`src/rtl/configurable_division.sv`:
```
// configurable_division: iterative signed divider with 8-bit, dual 8-bit and 16-bit modes.
// Non-restoring shift-subtract datapath, one quotient bit per clock, sign fix-up at the end.
// Optional feature macro: DIV_ZERO_BYPASS_EN (skip the iterations when every active divisor is zero).

module configurable_division #(
  parameter int LANE_W = 8
) (
  input  logic                clk_i,
  input  logic                reset_ni,
  input  logic                enable_i,
  input  logic [1:0]          cm_i,
  input  logic [2*LANE_W-1:0] dividend_i,
  input  logic [2*LANE_W-1:0] divisor_i,
  output logic [2*LANE_W-1:0] quotient_o,
  output logic [2*LANE_W-1:0] remainder_o,
  output logic [1:0]          div_by_zero_o,
  output logic                busy_o,
  output logic                data_valid_o
);

  localparam int LW = LANE_W;
  localparam int FW = 2 * LANE_W;
  localparam int CW = $clog2(FW);
  localparam logic [CW-1:0] ITER_LANE = CW'(LW - 1);
  localparam logic [CW-1:0] ITER_FULL = CW'(FW - 1);

  typedef enum logic [1:0] {
    S_IDLE,
    S_CALC,
    S_FIX,
    S_DONE
  } state_t;

  state_t state_q, state_d;

  logic [1:0]    cm_q, cm_d;
  logic [FW-1:0] dividend_q, dividend_d;
  logic [FW-1:0] divisor_q, divisor_d;
  logic [CW-1:0] count_q, count_d;

  // wide engine: full 16-bit operation, or the low lane in 8-bit modes
  logic [FW:0]   w_rem_q, w_rem_d;
  logic [FW-1:0] w_quo_q, w_quo_d;
  logic [FW-1:0] w_dvs_q, w_dvs_d;

  // narrow engine: high lane in dual 8-bit mode
  logic [LW:0]   n_rem_q, n_rem_d;
  logic [LW-1:0] n_quo_q, n_quo_d;
  logic [LW-1:0] n_dvs_q, n_dvs_d;

  logic [FW-1:0] quotient_q, quotient_d;
  logic [FW-1:0] remainder_q, remainder_d;
  logic [1:0]    dbz_q, dbz_d;

  logic start;

  logic [FW:0]   w_shift, w_step;
  logic [LW:0]   n_shift, n_step;
  logic [FW-1:0] w_rem_mag;
  logic [LW-1:0] n_rem_mag;

  logic [LW-1:0] lo_quot, lo_rem, hi_quot, hi_rem;
  logic [FW-1:0] full_quot, full_rem;
  logic          lo_zero, hi_zero, full_zero;

  function automatic logic [LW-1:0] abs_lane(input logic [LW-1:0] v);
    return v[LW-1] ? -v : v;
  endfunction

  function automatic logic [FW-1:0] abs_full(input logic [FW-1:0] v);
    return v[FW-1] ? -v : v;
  endfunction

  assign start = (state_q == S_IDLE) && enable_i && (cm_i != 2'b11);

  // one non-restoring step per engine: shift in the next dividend bit, then add or subtract the divisor
  always_comb begin
    w_shift   = {w_rem_q[FW-1:0], w_quo_q[FW-1]};
    w_step    = w_rem_q[FW] ? (w_shift + {1'b0, w_dvs_q}) : (w_shift - {1'b0, w_dvs_q});
    n_shift   = {n_rem_q[LW-1:0], n_quo_q[LW-1]};
    n_step    = n_rem_q[LW] ? (n_shift + {1'b0, n_dvs_q}) : (n_shift - {1'b0, n_dvs_q});
    w_rem_mag = w_rem_q[FW] ? (w_rem_q[FW-1:0] + w_dvs_q) : w_rem_q[FW-1:0];
    n_rem_mag = n_rem_q[LW] ? (n_rem_q[LW-1:0] + n_dvs_q) : n_rem_q[LW-1:0];
  end

  // signed lane results from the unsigned engine magnitudes, with divide-by-zero override
  always_comb begin
    lo_zero   = (divisor_q[LW-1:0] == '0);
    hi_zero   = (divisor_q[FW-1:LW] == '0);
    full_zero = (divisor_q == '0);
    lo_quot   = (dividend_q[LW-1] ^ divisor_q[LW-1]) ? -w_quo_q[LW-1:0] : w_quo_q[LW-1:0];
    lo_rem    = dividend_q[LW-1] ? -w_rem_mag[LW-1:0] : w_rem_mag[LW-1:0];
    hi_quot   = (dividend_q[FW-1] ^ divisor_q[FW-1]) ? -n_quo_q : n_quo_q;
    hi_rem    = dividend_q[FW-1] ? -n_rem_mag : n_rem_mag;
    full_quot = (dividend_q[FW-1] ^ divisor_q[FW-1]) ? -w_quo_q : w_quo_q;
    full_rem  = dividend_q[FW-1] ? -w_rem_mag : w_rem_mag;
    if (lo_zero) begin
      lo_quot = '1;
      lo_rem  = dividend_q[LW-1:0];
    end
    if (hi_zero) begin
      hi_quot = '1;
      hi_rem  = dividend_q[FW-1:LW];
    end
    if (full_zero) begin
      full_quot = '1;
      full_rem  = dividend_q;
    end
  end

`ifdef DIV_ZERO_BYPASS_EN
  logic all_zero;

  // every active lane has a zero divisor at capture time
  always_comb begin
    case (cm_i)
      2'b00:   all_zero = (divisor_i[LW-1:0] == '0);
      2'b01:   all_zero = (divisor_i[LW-1:0] == '0) && (divisor_i[FW-1:LW] == '0);
      2'b10:   all_zero = (divisor_i == '0);
      default: all_zero = 1'b0;
    endcase
  end
`endif

  // control sequencing: IDLE -> CALC -> FIX -> DONE -> IDLE
  always_comb begin
    state_d = state_q;
    case (state_q)
      S_IDLE: if (start) state_d = S_CALC;
      S_CALC: if (count_q == '0) state_d = S_FIX;
      S_FIX:  state_d = S_DONE;
      S_DONE: state_d = S_IDLE;
      default: state_d = S_IDLE;
    endcase
  end

  // operand capture, iteration and result registration
  always_comb begin
    cm_d        = cm_q;
    dividend_d  = dividend_q;
    divisor_d   = divisor_q;
    count_d     = count_q;
    w_rem_d     = w_rem_q;
    w_quo_d     = w_quo_q;
    w_dvs_d     = w_dvs_q;
    n_rem_d     = n_rem_q;
    n_quo_d     = n_quo_q;
    n_dvs_d     = n_dvs_q;
    quotient_d  = quotient_q;
    remainder_d = remainder_q;
    dbz_d       = dbz_q;

    case (state_q)
      S_IDLE: begin
        if (start) begin
          cm_d       = cm_i;
          dividend_d = dividend_i;
          divisor_d  = divisor_i;
          w_rem_d    = '0;
          n_rem_d    = '0;
          n_quo_d    = abs_lane(dividend_i[FW-1:LW]);
          n_dvs_d    = abs_lane(divisor_i[FW-1:LW]);
          if (cm_i == 2'b10) begin
            count_d = ITER_FULL;
            w_quo_d = abs_full(dividend_i);
            w_dvs_d = abs_full(divisor_i);
          end else begin
            // the 8-bit lane sits in the top half so its bits shift out first
            count_d = ITER_LANE;
            w_quo_d = {abs_lane(dividend_i[LW-1:0]), {LW{1'b0}}};
            w_dvs_d = {{LW{1'b0}}, abs_lane(divisor_i[LW-1:0])};
          end
`ifdef DIV_ZERO_BYPASS_EN
          // a single token CALC cycle: the zero-divisor override in FIX ignores the engines
          if (all_zero) count_d = '0;
`endif
        end
      end
      S_CALC: begin
        w_rem_d = w_step;
        w_quo_d = {w_quo_q[FW-2:0], ~w_step[FW]};
        n_rem_d = n_step;
        n_quo_d = {n_quo_q[LW-2:0], ~n_step[LW]};
        if (count_q != '0) count_d = count_q - 1'b1;
      end
      S_FIX: begin
        case (cm_q)
          2'b10: begin
            quotient_d  = full_quot;
            remainder_d = full_rem;
            dbz_d       = {1'b0, full_zero};
          end
          2'b01: begin
            quotient_d  = {hi_quot, lo_quot};
            remainder_d = {hi_rem, lo_rem};
            dbz_d       = {hi_zero, lo_zero};
          end
          default: begin
            quotient_d  = {{LW{lo_quot[LW-1]}}, lo_quot};
            remainder_d = {{LW{lo_rem[LW-1]}}, lo_rem};
            dbz_d       = {1'b0, lo_zero};
          end
        endcase
      end
      default: ;
    endcase
  end

  // state and datapath registers
  always_ff @(posedge clk_i or negedge reset_ni) begin
    if (!reset_ni) begin
      state_q     <= S_IDLE;
      cm_q        <= '0;
      dividend_q  <= '0;
      divisor_q   <= '0;
      count_q     <= '0;
      w_rem_q     <= '0;
      w_quo_q     <= '0;
      w_dvs_q     <= '0;
      n_rem_q     <= '0;
      n_quo_q     <= '0;
      n_dvs_q     <= '0;
      quotient_q  <= '0;
      remainder_q <= '0;
      dbz_q       <= '0;
    end else begin
      state_q     <= state_d;
      cm_q        <= cm_d;
      dividend_q  <= dividend_d;
      divisor_q   <= divisor_d;
      count_q     <= count_d;
      w_rem_q     <= w_rem_d;
      w_quo_q     <= w_quo_d;
      w_dvs_q     <= w_dvs_d;
      n_rem_q     <= n_rem_d;
      n_quo_q     <= n_quo_d;
      n_dvs_q     <= n_dvs_d;
      quotient_q  <= quotient_d;
      remainder_q <= remainder_d;
      dbz_q       <= dbz_d;
    end
  end

  assign quotient_o    = quotient_q;
  assign remainder_o   = remainder_q;
  assign div_by_zero_o = dbz_q;
  assign busy_o        = (state_q != S_IDLE);
  assign data_valid_o  = (state_q == S_DONE);

endmodule

```
`config.mk`:
```
export PLATFORM = sky130hd
export DESIGN_NAME = configurable_division
export DESIGN_NICKNAME = d
export VERILOG_FILES = /design/src/rtl/configurable_division.sv
export SDC_FILE = /design/constraint.sdc
export NUM_CORES = 1
export LEC_CHECK = 0
export ABC_AREA = 1
export BUFFER_PORTS_ARGS = -buffer_cell sky130_fd_sc_hd__buf_2
export CAP_MARGIN = 20
export CELL_PAD_IN_SITES_DETAIL_PLACEMENT = 1
export CELL_PAD_IN_SITES_GLOBAL_PLACEMENT = 2
export CORE_ASPECT_RATIO = 2
export CORE_MARGIN = 2
export CORE_UTILIZATION = 32
export DETAILED_ROUTE_END_ITERATION = 16
export GPL_TIMING_DRIVEN = 0
export PLACE_DENSITY = 0.89
export SLEW_MARGIN = 20
export SYNTH_ARGS = -nofsm -noshare
export SYNTH_HDL_FRONTEND = slang
export SYNTH_SLANG_ARGS = --single-unit
export TNS_END_PERCENT = 100
```
`constraint.sdc`:
```
create_clock -name clk_i -period 3.53 [get_ports clk_i]
set_input_delay 0 -clock clk_i [delete_from_list [all_inputs] [get_ports clk_i]]
set_output_delay 0 -clock clk_i [all_outputs]
set_load 0.005 [all_outputs]
```
[Word level (Yosys, flattened, before mapping)]
Cells that the tools add are included.
Word-level totals
  flip-flop bits (word level): 148
  bits of input ports: 37
  output and inout bits: 36
  logic and storage cells: 103
Operators by class
  add/subtract/negate cells: 19
  equal/unequal tests: 10
  multiplexer cells: 42
  bitwise operators: 4
  reductions and logical operators: 14
Operators with widths (count)
  two-way mux 16 bit: 10
  two-way mux 8 bit: 14
  case mux 16 bit (2 select lines): 3
  negation 16 bit: 4
  negation 8 bit: 8
  two-way mux 17 bit: 2
  case mux 17 bit (2 select lines): 1
  two-way mux 9 bit: 2
  case mux 9 bit (2 select lines): 1
  adder 17 x 16 -> 17 bit: 1
  subtractor 17 x 16 -> 17 bit: 1
  adder 16 bit: 1
  logical NOT 16 bit: 1
  logical NOT 8 bit: 2
  case mux 8 bit (2 select lines): 1
  two-way mux 4 bit: 3
  adder 9 x 8 -> 9 bit: 1
  subtractor 9 x 8 -> 9 bit: 1
  adder 8 bit: 1
  == test 2 bit (second input constant): 4
  inequality test 2 bit (second input constant): 4
  case mux 2 bit (4 select lines): 1
  case mux 4 bit (2 select lines): 1
  AND reduction 2 bit: 3
  other kinds (12): 18

[Longest topological paths before layout]
Gate-level depths: netlist of run 1.
  depth after elaboration: 6
  depth in mapped cells: 24
  mapped depth without buffers: 22

[Worst setup path after synthesis of run 1]
Ideal clock, no wire load.
  path kind: register to register
  start point: register w_rem_q[16]
  end point: register w_rem_q[12]
  library setup time: 133 ps
  data arrival time: 3141 ps
  setup slack: 256 ps
  cell stages (with the launch flop): 25
  path buffers: 4
  period minus slack after synthesis: 3274 ps
  cells stage by stage: dfrtp_1 buf_6 buf_2 clkbuf_1 clkbuf_1 nand2_1 o21ai_0 inv_1 fa_1 inv_1 nand3_1 nand2_1 nand2_1 nand2_1 a21oi_1 nor2_1 nor2_1 o21ai_0 inv_1 nor2_1 nor2_1 o21ai_0 nand2_1 nand2_1 o22ai_1
On the way
  word-level cells in the longest chain between the ends: 2
Ends and longest elaborated chain
  start, declared: line 42  | logic [FW:0] w_rem_q, w_rem_d;
  start signal, assigned: line 232  | w_rem_q <= w_rem_d;
  two-way mux 17 bit: line 79  | w_step = w_rem_q[FW] ? (w_shift + {1'b0, w_dvs_q}) : (w_shift - {1'b0, w_dvs_q});
  case mux 17 bit (2 select lines): line 153  | case (state_q)
No other way between the ends.
A chain may end at the register's enable or synchronous reset.

[Final worst setup path of run 1]
  start point: register state_q[1]
  end point: register n_rem_q[6]
On the way
  word-level cells in the longest chain between the ends: 5
Ends and longest elaborated chain
  start, declared: line 34  | state_t state_q, state_d;
  start signal, assigned: line 227  | state_q <= state_d;
  logical NOT 2 bit: line 74, 153
  logical AND 1 bit (2 in a row): line 74  | assign start = (state_q == S_IDLE) && enable_i && (cm_i != 2'b11);
  inequality test 2 bit (no line)
  AND reduction 2 bit (no line)
  end signal, assigned: line 235  | n_rem_q <= n_rem_d;
  end, declared: line 47  | logic [LW:0] n_rem_q, n_rem_d;
Several ways; a longest one is shown, not always the timed one.

==> results of run 1 <==
## final cells by class
class / instances / share of cell area
Multi-Input combinational cell: 1290 / 0.511
Clock inverter: 8 / 0.00712
Clock buffer: 24 / 0.0362
Sequential cell: 146 / 0.264
Inverter: 243 / 0.0659
Buffer: 61 / 0.0198
Timing Repair Buffer: 110 / 0.0557
Tap cell: 454 / 0.0409
## layout by cell type (no fill, tap or decap), types with 17 or more instances in the layout
master           n
nor3_1          28
xor2_1          46
clkbuf_1        46
o22ai_1         18
ha_1            66
nand2_1        390
o21ai_0        175
clkbuf_16       17
nor2_1         160
a21oi_1        104
inv_1          235
buf_2           77
nand3_1        104
dlygate4sd3_1   33
dfrtp_1        142
a31oi_1         22
## per-layer routing
metal	routed length, um	global-route usage
met1	16800	0.235
met3	1190	0.0314
met5	0	0
met4	4800	0.224
met2	29200	0.539
## state kept, by name, summed over array words and instances (netlist names)
register	count
w_rem_q	17
dividend_q	16
divisor_q	16
quotient_o	16
remainder_o	16
w_quo_q	16
w_dvs_q	15
n_rem_q	9
n_quo_q	8
n_dvs_q	7
count_q	4
cm_q	2
div_by_zero_o	2
state_q	2
## critical path, stage by stage, from the launching register on
cell and delay, ps:
dfrtp_1 400, inv_1 130, ha_1 160, buf_2 210
clkinv_1 340, nor2_1 860, clkbuf_1 740, o21ai_0 240
o22ai_1 170
## what timing repair did
| action | CTS | global route |
|---|---|---|
| hold buffers | 33 | 0 |
| resized for setup | 15 | 19 |
| endpoints found under the setup margin | 10 | 9 |
| hold endpoints to repair | 117 | 0 |
| pin swaps | 1 | 4 |
| setup buffers | 1 | 4 |
## worst paths after layout
kind	from	cells past startpoint	end
setup reg to reg	state_q[1]$_DFFE_PN0P_	8	n_rem_q[6]$_DFFE_PN0P_
hold / removal	cm_i[1]	6	divisor_q[13]$_DFFE_PN0P_
hold reg to reg	remainder_o[4]$_DFFE_PN0P_	2	remainder_o[4]$_DFFE_PN0P_
max in group asynchronous	reset_ni	3	quotient_o[2]$_DFFE_PN0P_
setup / recovery	state_q[1]$_DFFE_PN0P_	8	n_rem_q[6]$_DFFE_PN0P_
min in group asynchronous	reset_ni	2	state_q[1]$_DFFE_PN0P_
## cell families after synthesis
logic type,synth area share
AND/OR/NAND/NOR,0.273
AO/OA/AOI/OAI,0.199
buffers and inverters,0.0992
flip-flops,0.309
adder cells (fa/ha/maj),0.0767
XOR/XNOR,0.0421
multiplexers,0.000847
## power groups by stage
stage | clock network (mW) | logic (mW) | registers, mW
after floorplan | 0 | 6.69 | 3.01
after global placement | 0 | 9.55 | 3.41
after detailed placement | 0 | 9.86 | 3.43
after CTS | 1.95 | 10.2 | 3.42
after global routing | 2.02 | 11.5 | 3.50
final | 1.94 | 10.3 | 3.45
## per-stage QoR
stage          setup slack [ps]  instances  power [mW]
2_1_floorplan               256       1742        9.69
3_3_place_gp              -1030       2267        13.0
3_5_place_dp              -1060       2268        13.3
4_1_cts                    12.1       2333        15.6
5_1_grt                   -14.1       2336        17.0
6_report                    169       2336        15.7
==> impl_metrics.toml, run 1 <==
[power_and_ir_drop]
pwr-share-seq = 0.219
clkPwrFrac = 0.123
switchingPower_mw = 8.67
cellPowerDensity_nw_per_um2 = 1130
p_comb_frac = 0.658
swShare = 0.551
p_int_mw = 7.06
power_leakage_nw = 6.80
peakVddDrop_uv = 400

[global_route]
antenna_found_initial = 0
grt_first_pass_wirelength_um = 78800
grt_pass1_vias = 13966
grtUsageTotal = 0.270
overflow = 0
grt_max_degree = 83

[timing]
maxSlewViolCount = 0
tns_ps = 0
min_period_over_period = 0.952
slew-limit-headroom = 0.309
hold_slack_ps = 50.1
finClkSkew_ps = 11.1
hold_viol_final = 0
min_period_ps = 3360
max_freq_mhz = 298
setup_violations = 0
tightestPinTransition_ps = 1040

[die]
die_h_um = 276
placeableCoreArea_um2 = 36400
dieWidth_um = 140
pin_count = 73
die_area_um2 = 38600
num_rows = 99
start_util = 0.325

[placed_design]
gp_congestion = 0.942
hpwl_um = 42200
port_buffers = 71
placed_cell_area_um2 = 12800

[cells_and_area]
nets = 1976
drive_above_1_share = 0.0972
utilization = 0.381
multi_input_area_um2 = 7090
syn_to_final_growth_pct = 17.4
seq_area_um2 = 3660
finalInstanceArea_um2 = 13900
fillerInstances = 4793
n_antenna_cell = 0

[detailed_routing]
totalWireLength_um = 52000
post_drt_wl_per_cell_um = 22.3
drc_errors = 0
vias = 12897
via_per_inst = 5.52
first_iter_violations = 556
final_antenna_net_count = 0
first_pass_iters = 4

[logic_synthesis]
synth_cell_types = 58
yosysWarningCount = 0
synth-main-ff-cell = "dfrtp_1"
syn_nets = 1849
synth_area_leaders = "dfrtp_1 (31%), nand2_1 (12%), o21ai_0 (7.6%)"
avgSynthCellArea_um2 = 6.78
synth_top_area_frac = 0.309
ys_seq_area_frac = 0.309
yosys_register_bits = 146
synth-edff-count = 0
synth.most_common_cell = "nand2_1"
synth_common_cells = "nand2_1 (391), inv_1 (235), o21ai_0 (179)"
synth-async-reset-ratio = 1.00
syn-cell-area_um2 = 11800
yosysTopAreaCell = "dfrtp_1"
synthCells = 1742

[clock_network]
cts_tree = "yes"
cts_made_buffers = 17
h-tree-depth = 4
worst_skew_pair.late_latency_ps = 460
clk_pin_slew_ps = 70
cts_sinks = 146
clock_tree.buffer_depth = 2
cts-root-buf = "clkbuf_16"

[status]
outcome = "complete, no violations"

[critical_path]
critical_path_class = "reg -> reg"
cp-end-kind = "register"
r2r_slack_ps = 170
crit_required_ps = 3890
crit_arrival_ps = 3720
cp_max_fo = 10
start_kind = "register"

[hold_path]
min_path_type = "in -> reg"

[flow_run]
maxCapViolCount = 0
No activity file was read; power rests on OpenSTA's default activity.
==> run 2, diff against run 1 <==
- BUFFER_PORTS_ARGS: -buffer_cell sky130_fd_sc_hd__buf_2 -> default
- CORE_UTILIZATION: 32 -> 33
- DONT_BUFFER_PORTS: default -> 1
- PLACE_DENSITY: 0.89 -> 0.88
==> run 2 against run 1 <==
Register-to-register slack got worse by 40 ps. First-iteration DRC count decreased by 4.5%. Routed wire length decreased by 1.9%. Critical path type unchanged.
==> impl_metrics.toml, run 2 (synthesis results as in run 1) <==
[placed_design]
placed_cell_area_um2 = 12400
dp_slack_ps = -1080
port_buffers = 0
gp_congestion = 0.942
dp.cells = 2192
hpwl_um = 41100

[die]
dieWidth_um = 138
placeableCoreArea_um2 = 35600
start_util = 0.332
num_rows = 98
die_h_um = 272
pin_count = 73
die_area_um2 = 37400

[global_route]
grtUsageTotal = 0.283
grt_first_pass_wirelength_um = 78500
overflow = 0
grt_max_degree = 147
antenna_found_initial = 1
grt_pass1_vias = 13921

[timing]
min_period_ps = 3400
rsz0062_at_grt = "true"
max_freq_mhz = 294
maxSlewViolCount = 0
hold_viol_final = 0
hold_slack_ps = 10.9
tightestPinTransition_ps = 1170
finClkSkew_ps = 11.5
slew-limit-headroom = 0.220
fin_ws_ps = 133
min_period_over_period = 0.962
setup_violations = 0

[clock_network]
cts_tree = "yes"
cts_sinks = 146
worst_skew_pair.late_latency_ps = 470
clk_pin_slew_ps = 70
cts_made_buffers = 17
cts-root-buf = "clkbuf_16"
h-tree-depth = 4
clock_tree.buffer_depth = 2

[critical_path]
critPathSlowestCell = "clkbuf_1"
crit_arrival_ps = 3750
critical_path_class = "reg -> reg"
path_cells = "inv_1, ha_1, nand3_1, buf_2, o21ai_0, inv_1, clkbuf_1, clkbuf_1, nand2_1, o31ai_1"
r2r_slack_ps = 130
crit_required_ps = 3880
cp_slowest_stage_delay_ps = 920
cp_max_fo = 10
cp-end-kind = "register"
r2r_cells = 10
start_kind = "register"

[cells_and_area]
final_cells = 2269
mostFrequentLayoutCells = "nand2_1 (390), inv_1 (235), o21ai_0 (175), nor2_1 (162), dfrtp_1 (142)"
regMostFlops = "w_rem_q"
nets = 1912
fillerInstances = 4602
syn_to_final_growth_pct = 15.0
drive_above_1_share = 0.0611
final_common_cell = "nand2_1"
finalInstanceArea_um2 = 13600
largest_register_ffs = 17

[detailed_routing]
post_drt_wl_per_cell_um = 22.5
final_antenna_net_count = 0
drc_errors = 0
first_pass_iters = 4
totalWireLength_um = 51100
vias = 12637
via_per_inst = 5.57
first_iter_violations = 531

[flow_run]
maxCapViolCount = 0

[power_and_ir_drop]
pwr-share-seq = 0.224
p_int_mw = 6.94
switchingPower_mw = 8.61
power_leakage_nw = 6.56
peakVddDrop_uv = 764
swShare = 0.554
finalPower_mw = 15.6
cellPowerDensity_nw_per_um2 = 1140
clkPwrFrac = 0.128
p_comb_frac = 0.648

[hold_path]
worstHoldPathCells = 5
min_path_type = "in -> reg"

[status]
outcome = "complete, no violations"
## run 2: cell count changes in the layout (fill, tap and decap cells not counted), moves of 3 or more
cell           change
clkbuf_8           -5
buf_4              -4
dlygate4sd3_1     +10
clkinv_4           +3
buf_2             -70
## run 2: worst max-delay path, delay by kind of cell, from the launching register on
family / cells / cell delay, ps
buffers and inverters: 5 / 1930
flip-flops: 1 / 390
AO/OA/AOI/OAI: 2 / 360
AND/OR/NAND/NOR: 2 / 310
adder cells (fa/ha/maj): 1 / 280
## run 2: power groups by stage
stage / logic [mW] / clock network [mW] / registers [mW]
after floorplan: 6.69 / 0 / 3.01
after global placement: 9.23 / 0 / 3.44
after detailed placement: 9.55 / 0 / 3.46
after CTS: 9.84 / 2.01 / 3.44
after global routing: 11.2 / 2.07 / 3.54
final: 10.1 / 1.99 / 3.48
## run 2: timing repair
item | 4_1_cts | 5_1_grt
setup buffers | 0 | 1
pin swaps | 0 | 5
hold buffers | 44 | 0
gates resized for setup | 9 | 27
setup endpoints to repair | 9 | 12
hold endpoints to repair | 215 | 0
## run 2: stage by stage
stage,setup TNS (ps),utilization
global placement,-3930,0.348
CTS,-46.4,0.379
global route,-15.1,0.382
floorplan,0,-
finish,0,0.382
detailed placement,-4660,0.348
## run 2: per-layer routing
layer	track usage	wire (um)	part of all wire
met1	0.245	16200	0.32
met2	0.551	28500	0.56
met3	0.0407	1560	0.030
met4	0.223	4820	0.094
met5	0	0	0
## run 2: layout make-up
type	count	area, um2	area share
antenna	1	2.50	0.000184
buffer	62	278	0.0204
clock buffer	18	439	0.0323
clock inverter	14	179	0.0132
inverter	243	915	0.0673
multi-input combinational	1290	7080	0.521
sequential	146	3660	0.269
tap	450	563	0.0414
timing repair buffer	45	478	0.0352
## run 2: worst paths after layout
path | from | to
max | state_q[0]$_DFFE_PN0P_ | n_rem_q[5]$_DFFE_PN0P_
min | dividend_i[10] | w_quo_q[10]$_DFFE_PN0P_
max reg2reg | state_q[0]$_DFFE_PN0P_ | n_rem_q[5]$_DFFE_PN0P_
min reg2reg | count_q[2]$_DFFE_PN0P_ | count_q[2]$_DFFE_PN0P_
max in group asynchronous | reset_ni | quotient_o[5]$_DFFE_PN0P_
min in group asynchronous | reset_ni | n_dvs_q[2]$_DFFE_PN0P_
